[config.mk]
export PLATFORM = sky130hd
export DESIGN_NAME = aclk_key_buffer
export DESIGN_NICKNAME = d
export VERILOG_FILES = /design/src/rtl/aclk_key_buffer_pkg.sv /design/src/rtl/aclk_time_check.sv /design/src/rtl/aclk_key_buffer.sv
export SDC_FILE = /design/constraint.sdc
export NUM_CORES = 1
export LEC_CHECK = 0
export ABC_AREA = 1
export BUFFER_PORTS_ARGS = -buffer_cell sky130_fd_sc_hd__buf_4
export CORE_MARGIN = 2
export CORE_UTILIZATION = 50
export CTS_CLUSTER_DIAMETER = 200
export DETAILED_ROUTE_END_ITERATION = 10
export PLACE_DENSITY = 0.75
export SLEW_MARGIN = 20
export SYNTH_ARGS = -nofsm -noshare
export SYNTH_HDL_FRONTEND = slang
export SYNTH_SLANG_ARGS = --single-unit
[constraint.sdc]
create_clock -name clock -period 1.9 [get_ports clock]
set_clock_uncertainty 0.05 [all_clocks]
set_input_delay 0.285 -clock clock [delete_from_list [all_inputs] [get_ports clock]]
set_output_delay 0.285 -clock clock [all_outputs]
set_load 0.005 [all_outputs]
[src/rtl/aclk_key_buffer_pkg.sv]
// Shared constants and command decode for the alarm-clock key-entry path.
// Digit limits for a 24h HH:MM entry and the command priority used by the key buffer.
package aclk_key_buffer_pkg;

  localparam int KEY_MAX_DIGIT  = 9;
  localparam int MS_HR_MAX      = 2;
  localparam int LS_HR_MAX_AT_2 = 3;
  localparam int MS_MIN_MAX     = 5;

  typedef enum logic [1:0] {
    CMD_NONE,
    CMD_CLEAR,
    CMD_SHIFT,
    CMD_BACK
  } cmd_e;

  // clear wins over shift, shift wins over backspace
  function automatic cmd_e decode_cmd(input logic shift, input logic backspace,
                                      input logic clear);
    if (clear)     return CMD_CLEAR;
    if (shift)     return CMD_SHIFT;
    if (backspace) return CMD_BACK;
    return CMD_NONE;
  endfunction

endpackage

[src/rtl/aclk_time_check.sv]
// Combinational HH:MM validator for four BCD digits.
// Also used by the alarm compare path, so it has no clock and no state.
module aclk_time_check
  import aclk_key_buffer_pkg::*;
#(
  parameter int DIGIT_W = 4
) (
  input  logic [DIGIT_W-1:0] ms_hr,
  input  logic [DIGIT_W-1:0] ls_hr,
  input  logic [DIGIT_W-1:0] ms_min,
  input  logic [DIGIT_W-1:0] ls_min,
  output logic               hhmm_ok
);

  logic hr_ok;
  logic min_ok;

  always_comb begin
    if (ms_hr < DIGIT_W'(MS_HR_MAX)) begin
      hr_ok = (ls_hr <= DIGIT_W'(KEY_MAX_DIGIT));
    end else begin
      hr_ok = (ms_hr == DIGIT_W'(MS_HR_MAX)) && (ls_hr <= DIGIT_W'(LS_HR_MAX_AT_2));
    end
    min_ok  = (ms_min <= DIGIT_W'(MS_MIN_MAX)) && (ls_min <= DIGIT_W'(KEY_MAX_DIGIT));
    hhmm_ok = hr_ok && min_ok;
  end

endmodule

[src/rtl/aclk_key_buffer.sv]
// Key-entry buffer: keeps the last DEPTH BCD digits, newest in slot 0, with
// backspace, clear, fill count, flags, illegal-key rejection and HH:MM validity.
module aclk_key_buffer
  import aclk_key_buffer_pkg::*;
#(
  parameter  int DIGIT_W     = 4,
  parameter  int DEPTH       = 4,
  parameter  int DROP_OLDEST = 1,
  parameter  int TIME_CHECK  = 1,
  localparam int CNT_W       = $clog2(DEPTH + 1)
) (
  input  logic                     clock,
  input  logic                     reset,
  input  logic                     shift,
  input  logic                     backspace,
  input  logic                     clear,
  input  logic [DIGIT_W-1:0]       key,
  output logic [DEPTH*DIGIT_W-1:0] buffer_out,
  output logic [CNT_W-1:0]         count,
  output logic                     full,
  output logic                     empty,
  output logic                     entry_valid,
  output logic                     key_err
);

  localparam logic [CNT_W-1:0] DEPTH_C = CNT_W'(DEPTH);

  cmd_e                     cmd;
  logic                     key_ok;
  logic                     at_full;
  logic                     do_push;
  logic                     do_pop;
  logic [CNT_W-1:0]         count_q, count_d;
  logic                     full_q, full_d;
  logic                     empty_q, empty_d;
  logic                     valid_q, valid_d;
  logic                     key_err_q, key_err_d;
  logic [DEPTH*DIGIT_W-1:0] slots_q, slots_d;

  always_comb begin
    cmd     = decode_cmd(shift, backspace, clear);
    key_ok  = (key <= DIGIT_W'(KEY_MAX_DIGIT));
    at_full = (count_q == DEPTH_C);
    // a push at full only happens when the oldest digit may be dropped
    do_push   = (cmd == CMD_SHIFT) && key_ok && (!at_full || (DROP_OLDEST != 0));
    do_pop    = (cmd == CMD_BACK) && (count_q != '0);
    key_err_d = (cmd == CMD_SHIFT) && !do_push;

    count_d = count_q;
    if (cmd == CMD_CLEAR) begin
      count_d = '0;
    end else if (do_push && !at_full) begin
      count_d = count_q + 1'b1;
    end else if (do_pop) begin
      count_d = count_q - 1'b1;
    end
    full_d  = (count_d == DEPTH_C);
    empty_d = (count_d == '0);
  end

  for (genvar i = 0; i < DEPTH; i++) begin : g_slot
    logic [DIGIT_W-1:0] push_src;
    logic [DIGIT_W-1:0] pop_src;
    logic [DIGIT_W-1:0] slot_q, slot_d;

    if (i == 0) begin : g_first
      assign push_src = key;
    end else begin : g_upper
      assign push_src = slots_q[(i-1)*DIGIT_W +: DIGIT_W];
    end

    if (i == DEPTH - 1) begin : g_top
      assign pop_src = '0;
    end else begin : g_below
      assign pop_src = slots_q[(i+1)*DIGIT_W +: DIGIT_W];
    end

    always_comb begin
      slot_d = slot_q;
      if (cmd == CMD_CLEAR) begin
        slot_d = '0;
      end else if (do_push) begin
        slot_d = push_src;
      end else if (do_pop) begin
        slot_d = pop_src;
      end
    end

    always_ff @(posedge clock or negedge reset) begin
      if (!reset) begin
        slot_q <= '0;
      end else begin
        slot_q <= slot_d;
      end
    end

    assign slots_q[i*DIGIT_W +: DIGIT_W] = slot_q;
    assign slots_d[i*DIGIT_W +: DIGIT_W] = slot_d;
  end

  // Validity is judged on next-state digits so it lands in the same cycle as full.
  if ((TIME_CHECK != 0) && (DEPTH == 4)) begin : g_time
    logic hhmm_ok;

    aclk_time_check #(
      .DIGIT_W (DIGIT_W)
    ) u_time_check (
      .ms_hr   (slots_d[3*DIGIT_W +: DIGIT_W]),
      .ls_hr   (slots_d[2*DIGIT_W +: DIGIT_W]),
      .ms_min  (slots_d[1*DIGIT_W +: DIGIT_W]),
      .ls_min  (slots_d[0*DIGIT_W +: DIGIT_W]),
      .hhmm_ok (hhmm_ok)
    );

    assign valid_d = full_d && hhmm_ok;
  end else begin : g_no_time
    assign valid_d = full_d;
  end

  always_ff @(posedge clock or negedge reset) begin
    if (!reset) begin
      count_q   <= '0;
      full_q    <= 1'b0;
      empty_q   <= 1'b1;
      valid_q   <= 1'b0;
      key_err_q <= 1'b0;
    end else begin
      count_q   <= count_d;
      full_q    <= full_d;
      empty_q   <= empty_d;
      valid_q   <= valid_d;
      key_err_q <= key_err_d;
    end
  end

  assign buffer_out  = slots_q;
  assign count       = count_q;
  assign full        = full_q;
  assign empty       = empty_q;
  assign entry_valid = valid_q;
  assign key_err     = key_err_q;

endmodule

==> results by group <==
Floorplanning
  – Core outline area: 2760 um^2
  – Width of the chip: 57.8 um
  – Cell row count: 19
  – Die footprint: 3340 um^2
  – Total I/O pin count: 32
  – Initial core utilization: 52.5%
  – Floorplan die height: 57.8 um

Synthesis
  – Syn Nets: 190
  – Most common flop cell mapped by yosys: dfrtp_1
  – Cell Area, Synth: 1450 um^2
  – Number of flip-flops and latches in the synthesized netlist: 23
  – Fraction of the mapped netlist area in adder cells: 2.60%
  – Synth area leaders: dfrtp_1 (38%), nand2_1 (11%), nand3_1 (7.6%)
  – Yosys warns: 0
  – Share of the yosys chip area belonging to registers: 39.9%
  – Unique masters post-synth: 30
  – Synth async-reset ratio: 100%
  – Synthesized-area fraction occupied by ao, oa, aoi and oai cells: 5.28%
  – Dominant combinational cell family by area after synthesis: simple AND/OR/NAND/NOR gates
  – Dominant cell type by area after synthesis: dfrtp_1
  – Mean Syn Cell Area: 8.13 um^2
  – Area fraction of the dominant cell type after synthesis: 38.1%
  – Post-synthesis share of cell area spent on and, or, nand and nor gates: 41.3%
  – Number of synthesized flops with an enable pin: 0
  – Syn Inst Count: 178
  – XOR/XNOR share of the synthesized area: 0.606%
  – Post-synthesis mux area share: 0%

Setup path
  – Highest net fanout along the worst path: 5
  – Worst Setup Start Kind: register
  – Data required time of the worst path: 2.06 ns
  – Data arrival, critical path: 1.96 ns
  – Endpoint of the worst-slack reg-to-reg timing path: entry_valid
  – Critical Path Sink Type: register
  – Source of the worst register-to-register timing path: count[1]
  – Reg-to-reg setup timing slack: 0.1 ns
  – Logic depth of the worst register-to-register path: 12
  – Critical path class: reg2reg

Power
  – Share of total power consumed by net switching: 32.7%
  – Share of power burned in registers: 49.2%
  – Logic gate share of total power: 31.4%
  – Internal cell power: 0.768 mW
  – Net switching component of the power: 0.373 mW
  – Leakage dissipation: 0.991 nW
  – Ratio of total power to cell area: 633 nW/um^2
  – Largest voltage drop on the vdd net: 0.000485 V
  – Clock network fraction of design power: 19.4%

GRT
  – Global router's overall resource usage: 22.4%
  – Via count of the first global-routing pass: 1324
  – Number of antenna violations at the first check in global routing: 0
  – Global-route wire length before repair: 5.85 mm
  – Total overflow reported by the global router: 0
  – Pin count of the biggest net entering global routing: 24

Hold path
  – Worst Min Path Start: key[0]
  – Endpoint with the worst hold slack: g_slot[0].slot_q[0]
  – Cells on Worst Hold Path: 3
  – Tightest Hold Check Type: in2reg

Placed design
  – Quantity of I/O buffers inserted on ports: 31
  – Detailed placement HPWL: 2.54 mm
  – Placer congestion estimate: 0.847
  – Worst slack, placed: 0.0453 ns
  – Area post-placement: 1720 um^2
  – Post-placement cell count: 241

STA
  – FMAX: 555 MHz
  – Final Worst Setup Slack: 0.0995 ns
  – Final hold viol count: 0
  – Number of max-slew violations in the final report: 0
  – Time the final worst path needs with I/O delays and setup: 1.80 ns
  – Actual slew at the worst max-slew pin: 0.286 ns
  – Final total negative setup slack: 0 ns
  – Remaining max-slew budget at the tightest pin: 80.9%
  – Setup repair after global routing missed its margin: false
  – Post-route clock period utilization: 94.8%
  – Count of final setup violators: 0

Cells and area
  – Final-layout fill cell count: 237
  – Layout Nets: 233
  – Growth of design area from synthesis to finish: 24.7%
  – Share of layout cells above drive strength 1: 32.7%
  – Layout Cell Area excl Fill: 1800 um^2
  – Final antenna diode count: 0
  – Most frequent cells in the layout: nand2_1 (41), buf_4 (41), inv_1 (23), nand3_1 (22), dfrtp_1 (22)
  – Final std cells w/o fill: 251

Route
  – Total via count in the routed design: 1395
  – Routed wirelength normalized by instance count: 14.2 um
  – Final ANT Viol Nets: 0
  – Vias per cell: 5.56
  – DRT iter0 DRCs: 68
  – DRC violations left: 0
  – Number of detailed-route iterations in the first pass: 4
  – Routed Wire Length: 3.56 mm

Clock tree
  – Clock edge transition at the registers on the reported setup and hold paths: 0.12 ns
  – Clock tree from TritonCTS: built
  – Clock latency on the worst-skew pair: 0.31 ns
  – Worst-case clock buffer depth: 2
  – Sinks on the clock net: 23
  – Num CTS Buffers: 3
  – CTS HTree Levels: 1
  – Clock root cell: clkbuf_4

Status
  – Result of the run: complete, no violations

Run
  – Maxcap violations: 0
-- metal layers --
| metal | track usage (%) | wire [um] | up-vias |
|---|---|---|---|
| met1 | 30.4 | 1560 | 647 |
| met2 | 35.9 | 1710 | 66 |
| met4 | 9.97 | 92 | 0 |
| li1 | - | - | 671 |
| met5 | 0 | 0 | - |
| met3 | 3.13 | 191 | 11 |
-- power by group through the flow --
stage                     clock (mW)  sequential (mW)  combinational (mW)
final                          0.221            0.561               0.359
after global routing           0.245            0.568               0.396
after CTS                      0.231            0.561               0.337
after detailed placement           0            0.570               0.332
after global placement             0            0.569               0.323
after floorplan                    0            0.571               0.196
-- cells by family after synthesis --
kind of cell	Yosys count
flops	23
buf+inv	33
xor+xnor	1
compound gates	13
simple gates	105
fa+ha+maj	3
-- timing repair --
item                       CTS  global route
resized for setup            0             2
setup endpoints to repair    0             2
hold buffers                 1             0
hold endpoints to repair    22             0
setup buffers                0             3
-- layout make-up --
cell class,instances,area [um^2],share of cell area (%)
clock buffer,4,26.3,1.46
inverter,27,101,5.62
multi-input combinational,124,742,41.2
sequential,23,577,32.0
tap,31,38.8,2.15
timing repair buffer,42,318,17.6
-- cell usage after synthesis (all sizes together) (3+ instances only) --
library cell  count
a31oi             4
buf               6
dfrtp            22
ha                3
inv              27
nand2            46
nand3            30
nand3b            7
nand4             8
nor2             10
o21ai             6
or2               3
-- registers in the layout, summed over array words and instances (netlist names) --
name / cells
count: 3
entry_valid: 1
g_slot.pop_src: 12
empty: 1
g_slot.slot_q: 4
full: 1
key_err: 1
-- worst max path at each step --
| stage | from | end | cells after the start | slack, ns |
|---|---|---|---|---|
| final | count[1] | entry_valid | 12 | 0.1 |
| after global routing | count[1] | entry_valid | 12 | 0.02 |
| after CTS | count[1] | entry_valid | 11 | 0.004 |
| after detailed placement | count[1] | entry_valid | 11 | 0.05 |
| after global placement | count[0] | entry_valid | 11 | 0.11 |
| after floorplan | count[0] | entry_valid | 11 | 0.17 |
-- critical path: stages, from the launching register on --
cell and delay (ns):
dfrtp_1 0.39, inv_1 0.08, ha_2 0.20, nand2_4 0.11, nand2_2 0.09, nor2_2 0.21, nand2_1 0.09, nand3_1 0.07
nand3_1 0.12, nand2_1 0.10, nand2_1 0.07, nand3_1 0.09, nor2_1 0.04
-- per-stage QoR --
step	hold slack [ns]	total power, mW	util, %
after floorplan	-0.0606	0.766	-
after global placement	0.137	0.892	62.5
after detailed placement	0.143	0.902	62.5
after CTS	0.234	1.13	63.8
after global routing	0.252	1.21	65.4
final	0.248	1.14	65.4
Note: power is estimated with default switching activity, not from simulation.
